$ cat src/rtl/sdram_port_arbiter_pkg.sv
// Shared SDRAM constants and arbiter state type. The widths are also used by the SDRAM controller.
package sdram_pkg;
  localparam int SDRAM_ADDR_W = 23;
  localparam int SDRAM_BA_W   = 2;
  localparam int SDRAM_D_W    = 16;

  typedef enum logic [1:0] {
    IDLE   = 2'd0,
    ISSUE  = 2'd1,
    ACCEPT = 2'd2,
    BUSY   = 2'd3
  } arb_state_t;
endpackage

$ cat src/rtl/sdram_port_arbiter_if.sv
// Requester fabric and SDRAM controller signals seen by the port arbiter.
interface sdram_port_arbiter_if
  import sdram_pkg::*;
#(
  parameter int N_PORTS    = 4,
  parameter int ADDR_WIDTH = SDRAM_ADDR_W,
  parameter int BA_WIDTH   = SDRAM_BA_W,
  parameter int D_WIDTH    = SDRAM_D_W
) ();
  logic [N_PORTS-1:0]            i_req;
  logic [N_PORTS-1:0]            i_rw;
  logic [N_PORTS*ADDR_WIDTH-1:0] i_addr;
  logic [N_PORTS*BA_WIDTH-1:0]   i_ba;
  logic [N_PORTS*D_WIDTH-1:0]    i_wdata;
  logic [N_PORTS-1:0]            o_gnt;
  logic [N_PORTS-1:0]            o_done;
  logic [D_WIDTH-1:0]            o_rdata;
  logic                          o_ctl_initial;
  logic                          o_ctl_rw;
  logic [ADDR_WIDTH-1:0]         o_ctl_addr;
  logic [BA_WIDTH-1:0]           o_ctl_ba;
  logic [D_WIDTH-1:0]            o_ctl_data;
  logic                          i_ctl_busy;
  logic [D_WIDTH-1:0]            i_ctl_rdata;

  modport master (
    output i_req, i_rw, i_addr, i_ba, i_wdata, i_ctl_busy, i_ctl_rdata,
    input  o_gnt, o_done, o_rdata, o_ctl_initial, o_ctl_rw, o_ctl_addr, o_ctl_ba, o_ctl_data
  );

  modport slave (
    input  i_req, i_rw, i_addr, i_ba, i_wdata, i_ctl_busy, i_ctl_rdata,
    output o_gnt, o_done, o_rdata, o_ctl_initial, o_ctl_rw, o_ctl_addr, o_ctl_ba, o_ctl_data
  );
endinterface

$ cat src/rtl/sdram_port_arbiter_rr_arbiter.sv
// Combinational round-robin pick: first requester after ptr, wrapping modulo N_PORTS.
module rr_arbiter #(
  parameter int N_PORTS = 4
) (
  input  logic [N_PORTS-1:0]         req,
  input  logic [$clog2(N_PORTS)-1:0] ptr,
  output logic [N_PORTS-1:0]         gnt,
  output logic [$clog2(N_PORTS)-1:0] idx,
  output logic                       vld
);
  localparam int PW = $clog2(N_PORTS);

  logic [PW-1:0] k;

  always_comb begin
    gnt = '0;
    idx = '0;
    vld = 1'b0;
    k   = '0;
    for (int i = 1; i <= N_PORTS; i++) begin
      k = PW'((int'(ptr) + i) % N_PORTS);
      if (!vld && req[k]) begin
        vld    = 1'b1;
        idx    = k;
        gnt[k] = 1'b1;
      end
    end
  end
endmodule

$ cat src/rtl/sdram_port_arbiter.sv
// Shares one single-word SDRAM controller between N_PORTS requesters with round-robin
// arbitration, strobe re-issue on missing acknowledge, and done/read-data return to the winner.
module sdram_port_arbiter
  import sdram_pkg::*;
#(
  parameter int N_PORTS     = 4,
  parameter int ADDR_WIDTH  = SDRAM_ADDR_W,
  parameter int BA_WIDTH    = SDRAM_BA_W,
  parameter int D_WIDTH     = SDRAM_D_W,
  parameter int ACK_TIMEOUT = 8
) (
  input logic                 CLK,
  input logic                 i_rst,
  sdram_port_arbiter_if.slave bus
);
  localparam int PW = $clog2(N_PORTS);
  localparam int CW = $clog2(ACK_TIMEOUT + 1);

  localparam logic [1:0] ST_IDLE   = IDLE;
  localparam logic [1:0] ST_ISSUE  = ISSUE;
  localparam logic [1:0] ST_ACCEPT = ACCEPT;
  localparam logic [1:0] ST_BUSY   = BUSY;

  logic [1:0]            state;
  logic [PW-1:0]         ptr;
  logic [N_PORTS-1:0]    win_oh;
  logic [CW-1:0]         cnt;
  logic [N_PORTS-1:0]    gnt_q;
  logic [N_PORTS-1:0]    done_q;
  logic                  init_q;
  logic [D_WIDTH-1:0]    rdata_q;
  logic                  rw_q;
  logic [ADDR_WIDTH-1:0] addr_q;
  logic [BA_WIDTH-1:0]   ba_q;
  logic [D_WIDTH-1:0]    data_q;

  logic [N_PORTS-1:0]    pick_gnt;
  logic [PW-1:0]         pick_idx;
  logic                  pick_vld;

  rr_arbiter #(.N_PORTS(N_PORTS)) u_rr (
    .req (bus.i_req),
    .ptr (ptr),
    .gnt (pick_gnt),
    .idx (pick_idx),
    .vld (pick_vld)
  );

  always_ff @(posedge CLK or negedge i_rst) begin
    if (!i_rst) begin
      state   <= ST_IDLE;
      ptr     <= PW'(N_PORTS - 1);
      win_oh  <= '0;
      cnt     <= '0;
      gnt_q   <= '0;
      done_q  <= '0;
      init_q  <= 1'b0;
      rdata_q <= '0;
      rw_q    <= 1'b0;
      addr_q  <= '0;
      ba_q    <= '0;
      data_q  <= '0;
    end else begin
      gnt_q  <= '0;
      done_q <= '0;
      init_q <= 1'b0;
      case (state)
        // A refresh shows up as busy in IDLE and holds off any new grant.
        ST_IDLE: begin
          if (pick_vld && !bus.i_ctl_busy) begin
            gnt_q  <= pick_gnt;
            win_oh <= pick_gnt;
            ptr    <= pick_idx;
            rw_q   <= bus.i_rw[pick_idx];
            addr_q <= bus.i_addr[int'(pick_idx)*ADDR_WIDTH +: ADDR_WIDTH];
            ba_q   <= bus.i_ba[int'(pick_idx)*BA_WIDTH +: BA_WIDTH];
            data_q <= bus.i_wdata[int'(pick_idx)*D_WIDTH +: D_WIDTH];
            state  <= ST_ISSUE;
          end
        end
        ST_ISSUE: begin
          init_q <= 1'b1;
          cnt    <= '0;
          state  <= ST_ACCEPT;
        end
        // No busy within ACK_TIMEOUT cycles: re-strobe the same captured command.
        ST_ACCEPT: begin
          if (bus.i_ctl_busy)                   state <= ST_BUSY;
          else if (cnt == CW'(ACK_TIMEOUT - 1)) state <= ST_ISSUE;
          else                                  cnt   <= cnt + 1'b1;
        end
        ST_BUSY: begin
          if (!bus.i_ctl_busy) begin
            done_q <= win_oh;
            if (!rw_q) rdata_q <= bus.i_ctl_rdata;
            state  <= ST_IDLE;
          end
        end
        default: state <= ST_IDLE;
      endcase
    end
  end

  assign bus.o_gnt         = gnt_q;
  assign bus.o_done        = done_q;
  assign bus.o_rdata       = rdata_q;
  assign bus.o_ctl_initial = init_q;
  assign bus.o_ctl_rw      = rw_q;
  assign bus.o_ctl_addr    = addr_q;
  assign bus.o_ctl_ba      = ba_q;
  assign bus.o_ctl_data    = data_q;
endmodule

$ cat src/flat_wrapper.sv
// flat-port wrapper written by rule: the top's interface ports become plain ports
module sdram_port_arbiter_flat import sdram_pkg::*;
#(
  parameter int N_PORTS     = 4,
  parameter int ADDR_WIDTH  = SDRAM_ADDR_W,
  parameter int BA_WIDTH    = SDRAM_BA_W,
  parameter int D_WIDTH     = SDRAM_D_W,
  parameter int ACK_TIMEOUT = 8
)
  (CLK, i_rst, bus_i_req, bus_i_rw, bus_i_addr, bus_i_ba, bus_i_wdata, bus_i_ctl_busy, bus_i_ctl_rdata, bus_o_gnt, bus_o_done, bus_o_rdata, bus_o_ctl_initial, bus_o_ctl_rw, bus_o_ctl_addr, bus_o_ctl_ba, bus_o_ctl_data);
  sdram_port_arbiter_if #(.N_PORTS(N_PORTS), .ADDR_WIDTH(ADDR_WIDTH), .BA_WIDTH(BA_WIDTH), .D_WIDTH(D_WIDTH)) bus_i ();
  input logic CLK;
  input logic i_rst;
  input wire logic [$bits(bus_i.i_req)-1:0] bus_i_req;
  input wire logic [$bits(bus_i.i_rw)-1:0] bus_i_rw;
  input wire logic [$bits(bus_i.i_addr)-1:0] bus_i_addr;
  input wire logic [$bits(bus_i.i_ba)-1:0] bus_i_ba;
  input wire logic [$bits(bus_i.i_wdata)-1:0] bus_i_wdata;
  input wire logic [$bits(bus_i.i_ctl_busy)-1:0] bus_i_ctl_busy;
  input wire logic [$bits(bus_i.i_ctl_rdata)-1:0] bus_i_ctl_rdata;
  output wire logic [$bits(bus_i.o_gnt)-1:0] bus_o_gnt;
  output wire logic [$bits(bus_i.o_done)-1:0] bus_o_done;
  output wire logic [$bits(bus_i.o_rdata)-1:0] bus_o_rdata;
  output wire logic [$bits(bus_i.o_ctl_initial)-1:0] bus_o_ctl_initial;
  output wire logic [$bits(bus_i.o_ctl_rw)-1:0] bus_o_ctl_rw;
  output wire logic [$bits(bus_i.o_ctl_addr)-1:0] bus_o_ctl_addr;
  output wire logic [$bits(bus_i.o_ctl_ba)-1:0] bus_o_ctl_ba;
  output wire logic [$bits(bus_i.o_ctl_data)-1:0] bus_o_ctl_data;
  assign bus_i.i_req = bus_i_req;
  assign bus_i.i_rw = bus_i_rw;
  assign bus_i.i_addr = bus_i_addr;
  assign bus_i.i_ba = bus_i_ba;
  assign bus_i.i_wdata = bus_i_wdata;
  assign bus_i.i_ctl_busy = bus_i_ctl_busy;
  assign bus_i.i_ctl_rdata = bus_i_ctl_rdata;
  assign bus_o_gnt = bus_i.o_gnt;
  assign bus_o_done = bus_i.o_done;
  assign bus_o_rdata = bus_i.o_rdata;
  assign bus_o_ctl_initial = bus_i.o_ctl_initial;
  assign bus_o_ctl_rw = bus_i.o_ctl_rw;
  assign bus_o_ctl_addr = bus_i.o_ctl_addr;
  assign bus_o_ctl_ba = bus_i.o_ctl_ba;
  assign bus_o_ctl_data = bus_i.o_ctl_data;
  sdram_port_arbiter #(.N_PORTS(N_PORTS), .ADDR_WIDTH(ADDR_WIDTH), .BA_WIDTH(BA_WIDTH), .D_WIDTH(D_WIDTH), .ACK_TIMEOUT(ACK_TIMEOUT)) u_core (.CLK(CLK), .i_rst(i_rst), .bus(bus_i));
endmodule
$ cat config.mk
export PLATFORM = sky130hd
export DESIGN_NAME = sdram_port_arbiter_flat
export DESIGN_NICKNAME = d
export VERILOG_FILES = /design/src/rtl/sdram_port_arbiter_pkg.sv /design/src/rtl/sdram_port_arbiter_if.sv /design/src/rtl/sdram_port_arbiter_rr_arbiter.sv /design/src/rtl/sdram_port_arbiter.sv /design/src/flat_wrapper.sv
export SDC_FILE = /design/constraint.sdc
export NUM_CORES = 1
export LEC_CHECK = 0
export ABC_AREA = 1
export BUFFER_PORTS_ARGS = -buffer_cell sky130_fd_sc_hd__buf_2
export CORE_MARGIN = 5
export CORE_UTILIZATION = 25
export CTS_CLUSTER_SIZE = 16
export DETAILED_ROUTE_END_ITERATION = 8
export GPL_TIMING_DRIVEN = 0
export MAX_ROUTING_LAYER = met4
export PLACE_DENSITY = 0.57
export SYNTH_ARGS = -nofsm -noshare
export SYNTH_HDL_FRONTEND = slang
export SYNTH_HIERARCHICAL = 1
export SYNTH_SLANG_ARGS = --single-unit
$ cat constraint.sdc
create_clock -name CLK -period 3.4 [get_ports CLK]
set_clock_uncertainty 0.1 [all_clocks]
set_input_delay 0.68 -clock CLK [delete_from_list [all_inputs] [get_ports CLK]]
set_output_delay 0.68 -clock CLK [all_outputs]
set_load 0.05 [all_outputs]
==> results of run 1 <==
==> metal layers <==
layer	part of all wire	track usage
met1	0.44	0.217
met4	0.017	0.0467
met2	0.48	0.290
met3	0.061	0.0351
met5	0	-
==> cell usage in the layout (no fill, tap or decap), types with 6 or more instances in the layout <==
cell type,Yosys,routed
buf_2,19,270
buf_4,7,14
a21oi_1,8,7
dfrtp_1,77,77
inv_1,45,44
clkbuf_16,0,9
o21ai_1,12,14
buf_6,11,11
nand4_1,6,6
ha_1,9,9
o21ai_0,55,53
nor2_1,52,52
nand2_1,420,420
nand3_1,42,42
==> cells in the mapped netlist (4+ instances only) <==
cell      count
inv_2         5
nand3_1      42
nand2_1     420
nand4_1       6
o21ai_1      12
nand2_4       5
buf_4         7
dfrtp_1      77
buf_6        11
a21oi_1       8
inv_1        45
nand2_2       4
o21ai_0      55
nor2_1       52
ha_1          9
a21boi_0      4
buf_2        19
==> sequential cells by signal, indices dropped and copies added (netlist names) <==
register                  count
u_core/bus.o_ctl_ba           2
u_core/bus.o_rdata           16
u_core/bus.o_ctl_addr        23
u_core/bus.o_ctl_data        16
u_core/bus.o_gnt              4
u_core/cnt                    4
u_core/bus.o_ctl_initial      1
u_core/bus.o_ctl_rw           1
u_core/win_oh                 4
u_core/bus.o_done             4
u_core/state                  2
u_core/ptr                    2
==> how the worst min path moves through the flow <==
stage	from	endpoint	slack [ns]	cells after the start
after floorplan	i_rst	u_core/bus.o_ctl_addr[0]	0.28	0
after global placement	u_core/bus.o_rdata[1]	u_core/bus.o_rdata[1]	0.35	2
after detailed placement	u_core/bus.o_rdata[14]	u_core/bus.o_rdata[14]	0.35	2
after CTS	i_rst	u_core/bus.o_rdata[14]	0.16	1
after global routing	i_rst	u_core/bus.o_rdata[14]	0.17	1
final	i_rst	u_core/bus.o_rdata[14]	0.15	1
==> power by group through the flow <==
stage               clock network (uW)  logic [uW]  registers (uW)
CTS                               1110        6960            1580
global route                      1150        7630            1630
global placement                     0        6910            1590
finish                            1080        6930            1580
detailed placement                   0        6920            1590
floorplan                            0        3640            2720
==> stage by stage <==
stage                     worst slack (ns)  cell area [um^2]  power, uW
after floorplan                      0.739              5190       6370
after global placement              -0.154              6820       8500
after detailed placement            -0.148              6850       8510
after CTS                           0.0271              7180       9660
after global routing               0.00925              7220      10400
final                                0.236              7220       9590
==> cell families (layout without fill, tap and decap cells) <==
logic type	Yosys count	after routing	synth area share
AND/OR/NAND/NOR	536	536	0.423
XOR/XNOR	1	1	0.00169
buffers and inverters	94	371	0.0949
AO/OA/AOI/OAI	79	79	0.0781
flip-flops	79	79	0.381
adder cells (fa/ha/maj)	9	9	0.0217
==> area by class of cell <==
class | instances | area [um^2]
inverters | 51 | 203
fillers | 2237 | 13100
clock buffers | 10 | 229
flip-flops and latches | 79 | 1980
multi-input cells | 625 | 2730
clock inverters | 6 | 92.6
well taps | 270 | 338
repair buffers | 261 | 1340
plain buffers | 43 | 309
==> worst max-delay path: cells and delay by family (launching register included) <==
| kind | cells | cell delay [ns] |
|---|---|---|
| compound gates | 3 | 0.74 |
| flops | 1 | 0.67 |
| fa+ha+maj | 1 | 0.38 |
| simple gates | 6 | 0.64 |
| buf+inv | 3 | 0.56 |
==> what timing repair did <==
action / CTS / global route
buffers inserted: 0 / 3
resized for setup: 3 / 11
endpoints found under the setup margin: 9 / 21
pin swaps: 0 / 0
==> impl_metrics.ini, run 1 <==
[worst_setup_path]
crit_slowest_cell = dfstp_2
critical_path_required_ns = 3.58
reg2reg_from = u_core/ptr[1]
endpoint_kind = flip-flop
reg2reg_to = u_core/bus.o_ctl_addr[16]
cp-startpoint = u_core/ptr[1]
rrSetupSlack_ns = 0.24
crit_arrival_ns = 3.34
cp-start-kind = flip-flop
critPathMaxFanout = 10
critPathMaxStageDelay_ns = 0.67
path_class = reg -> reg
crit_chain = clkinvlp_4 > ha_1 > inv_2 > nand3_4 > nand2_4 > nor2_4 > nand3_1 > a21oi_4 > buf_2 > o21ai_0 > o21ai_0 > nand2_1 > nand2_1
endpoint = u_core/bus.o_ctl_addr[16]
ff2ff_path_depth = 13

[synthesis]
synth.cell_area_um2 = 5190
async_flop_share = 1.00
yosys.area.top_type = dfrtp_1
synth-seq-cells = 79
postSynthAreaPerCell_um2 = 6.51
ys_seq_area_frac = 0.381
yosys_warnings = 6
synth.distinct_cells = 27
synthesis.instances = 798
synth_top_cell_area_share = 0.371
synth_fp_nets = 998
synth_area_leaders = dfrtp_1, nand2_1, o21ai_0
synth-main-ff-cell = dfrtp_1
synth_edf_count = 0

[clock_network]
numCtsBuffers = 9
cts_sinks = 79
cts_buffer_depth = 2
htreeDepth = 3
clk_pin_slew_ns = 0.06
cts_root_buffer = clkbuf_16
cts_tree = built
ctsHoldBuffers = 0
insertion_delay_ns = 0.35

[power]
comb_power_share = 0.723
p_seq_frac = 0.165
p_int_uw = 3970
clockPowerShare = 0.112
peakVddDrop_v = 0.000494
p_leak_uw = 0.00428
p_switching_uw = 5610
switching_share = 0.585
power_density_nw_per_um2 = 1330

[final_layout]
antenna_cells = 0
fin_cells = 1345
drive_gt1_frac = 0.317
final_util = 0.355
syn_to_final_growth_pct = 39.1
nNetsFinal = 1270

[detailed_routing]
wl_per_cell_um = 15.5
wl_um = 20900
vias = 5840
vias_per_cell = 4.34
drc = 0
firstDrtPassIters = 5
drtIter0Drc = 242
ant_nets = 0

[die]
initial_core_util = 0.255
pin_count = 258
dieArea_um2 = 23800
num_rows = 52
die_y_um = 154
core-area_um2 = 20400
dieWidth_um = 154

[timing]
hold_slack_ns = 0.151
tns_ns = 0
post-route-min-period_ns = 3.16
fmax_mhz = 316
max_slew_margin = 0.653
finalHoldViolCount = 0
rsz0062_at_grt = false
setup_viol = 0
maxSlewViolCount = 0
worst_pin_slew_ns = 0.521
period_share = 0.931

[global_route]
grt_pass1_wl_um = 31400
overflow = 0
antenna_found_initial = 0
grt_max_degree = 54
grt_usage = 0.175
grt_pass1_vias = 5695

[hold_path]
hold_path.class = in -> async

[place]
dp.cells = 1326
hpwl_um = 16500
place.port_buffers = 257
place_congestion = 0.861

[flow_run]
cap_violations = 0

[outcome]
outcome = completed
(Power assumes the default switching activity.)
==> run 2, diff against run 1 <==
Settings changed: CORE_UTILIZATION 25 to 42, PLACE_DENSITY 0.57 to 0.81, SYNTH_HIERARCHICAL 1 to unset.
==> run 2 against run 1 <==
  * Sequential power barely moved
  * Largest cell class unchanged
  * Synthesized area rose by 10%
  * Maximum frequency rose by 5.9%
  * Core utilization rose by 21 points
  * Highest routed layer unchanged
  * Critical path depth rose by 1
  * Largest power group unchanged
  * Hold slack improved by 0.065 ns
  * Global-route usage rose by 6.3 points
==> impl_metrics.ini, run 2 <==
[outcome]
outcome = completed

[power]
comb_power_share = 0.740
p_switching_uw = 5550
p_seq_frac = 0.163
power_density_nw_per_um2 = 1300
p_leak_uw = 0.00486
switching_share = 0.566
peakVddDrop_v = 0.000509
p_int_uw = 4260
clockPowerShare = 0.097

[detailed_routing]
ant_nets = 0
drtIter0Drc = 312
vias = 6327
firstDrtPassIters = 4
drc = 0
wl_um = 18800
wl_per_cell_um = 14.1
vias_per_cell = 4.75

[synthesis]
synthesis.instances = 881
synth-main-ff-cell = dfrtp_1
synth-seq-cells = 79
yosysMostFrequentCell = nand2_1
postSynthAreaPerCell_um2 = 6.48
synth.distinct_cells = 33
synth_edf_count = 0
synth_fp_nets = 1081
synth_common_cells = nand2_1, inv_1, nand3_1
yosys.area.top_type = dfrtp_1
ys_seq_area_frac = 0.347
async_flop_share = 1.00
synth_top_cell_area_share = 0.337
synth_area_leaders = dfrtp_1, nand2_1, nand3_1
yosys_warnings = 0
synth.cell_area_um2 = 5710

[clock_network]
htreeDepth = 3
insertion_delay_ns = 0.34
ctsHoldBuffers = 0
postCtsSetupBuffers = 0
cts_tree = built
clk_pin_slew_ns = 0.07
numCtsBuffers = 9
cts-resized-gates = 0
cts_sinks = 79
cts_buffer_depth = 2
cts_root_buffer = clkbuf_16

[worst_setup_path]
path_class = reg -> reg
crit_arrival_ns = 3.11
reg2reg_from = u_core.ptr[1]
critPathMaxFanout = 10
cp-startpoint = u_core.ptr[1]
critical_path_required_ns = 3.52
endpoint_kind = flip-flop
cp-start-kind = flip-flop

[timing]
post-route-min-period_ns = 2.99
setup_viol = 0
fmax_mhz = 335
rsz0062_at_grt = false
worst_pin_slew_ns = 0.537
tns_ns = 0
max_slew_margin = 0.642
finalHoldViolCount = 0
hold_slack_ns = 0.216
maxSlewViolCount = 0
fin_ws_ns = 0.413
period_share = 0.879

[die]
dieWidth_um = 127
initial_core_util = 0.430
pin_count = 258
num_rows = 42
die_y_um = 127
dieArea_um2 = 16000
core-area_um2 = 13300

[global_route]
grt_max_degree = 45
antenna_found_initial = 2
overflow = 0
grt_usage = 0.237
grt_pass1_wl_um = 29800
grt_pass1_vias = 6058

[final_layout]
final_common_cell = nand2_1
nNetsFinal = 1350
layout_common_cells = nand2_1, buf_2, inv_1, nand3_1, dfrtp_1
syn_to_final_growth_pct = 32.1
fillers = 1365
largest_reg_flops = 23
drive_gt1_frac = 0.306

[place]
hpwl_um = 15000
pre_cts_ws_ns = 0.429
place_congestion = 0.930
place.port_buffers = 257

[hold_path]
hold_path.class = in -> async

[flow_run]
cap_violations = 0
==> run 2: area by class of cell <==
cell class	instances	area (um^2)	share of cell area
Antenna cell	2	5.00	0.000663
Buffer	47	335	0.0445
Clock buffer	10	229	0.0304
Clock inverter	6	61.3	0.00813
Inverter	194	731	0.0969
Multi-Input combinational cell	561	2670	0.353
Sequential cell	79	1980	0.262
Tap cell	176	220	0.0292
Timing Repair Buffer	258	1320	0.174
==> run 2: critical path, stage by stage, from the launching register on <==
cell and delay, ns:
dfstp_2 0.61, inv_1 0.19, ha_1 0.42, inv_1 0.13
nand2_1 0.11, nand2_4 0.13, inv_4 0.06, nand4_2 0.10
buf_2 0.27, buf_2 0.29, nand3_1 0.12, nand3_1 0.16
nand2_1 0.09, nand2_1 0.06, nand2_1 0.05
==> run 2: stage by stage <==
step	cell area (um^2)	util	cells	total power [uW]
after floorplan	5710	-	881	6990
after global placement	7220	0.543	1314	8800
after detailed placement	7250	0.545	1315	8900
after CTS	7540	0.567	1331	9880
after global routing	7540	0.567	1333	10700
final	7540	0.567	1333	9810
==> run 2: per-layer routing <==
| layer | vias up | global-route usage | share of wire |
|---|---|---|---|
| met2 | 257 | 0.375 | 0.46 |
| met5 | - | - | 0 |
| li1 | 3206 | - | - |
| met4 | 0 | 0.0713 | 0.021 |
| met1 | 2840 | 0.312 | 0.44 |
| met3 | 24 | 0.0437 | 0.073 |
==> run 2: cells by family after synthesis <==
logic type | share of synthesized area
AO/OA/AOI/OAI | 0.0302
XOR/XNOR | 0.00153
adder cells (fa/ha/maj) | 0.0197
buffers and inverters | 0.187
flip-flops | 0.347
multiplexers | 0.0315
AND/OR/NAND/NOR | 0.384
==> run 2: path summary, 6_finish.rpt <==
path                                                  end  slack [ns]  cells past startpoint
worst max register to register   u_core.bus.o_ctl_data[3]        0.41                     14
worst min register to register  u_core.bus.o_ctl_addr[20]        0.37                      2
worst min-delay path                        u_core.cnt[1]        0.22                      1
min in group CLK                u_core.bus.o_ctl_addr[20]        0.37                      2
max in group asynchronous           u_core.bus.o_rdata[7]        2.40                      2
worst max-delay path             u_core.bus.o_ctl_data[3]        0.41                     14
==> run 2: power by group through the flow <==
stage | sequential (uW) | combinational, uW | clock [uW]
2_1_floorplan | 2780 | 4210 | 0
3_3_place_gp | 1590 | 7210 | 0
3_5_place_dp | 1600 | 7290 | 0
4_1_cts | 1590 | 7310 | 971
5_1_grt | 1640 | 8010 | 1010
6_report | 1590 | 7260 | 951
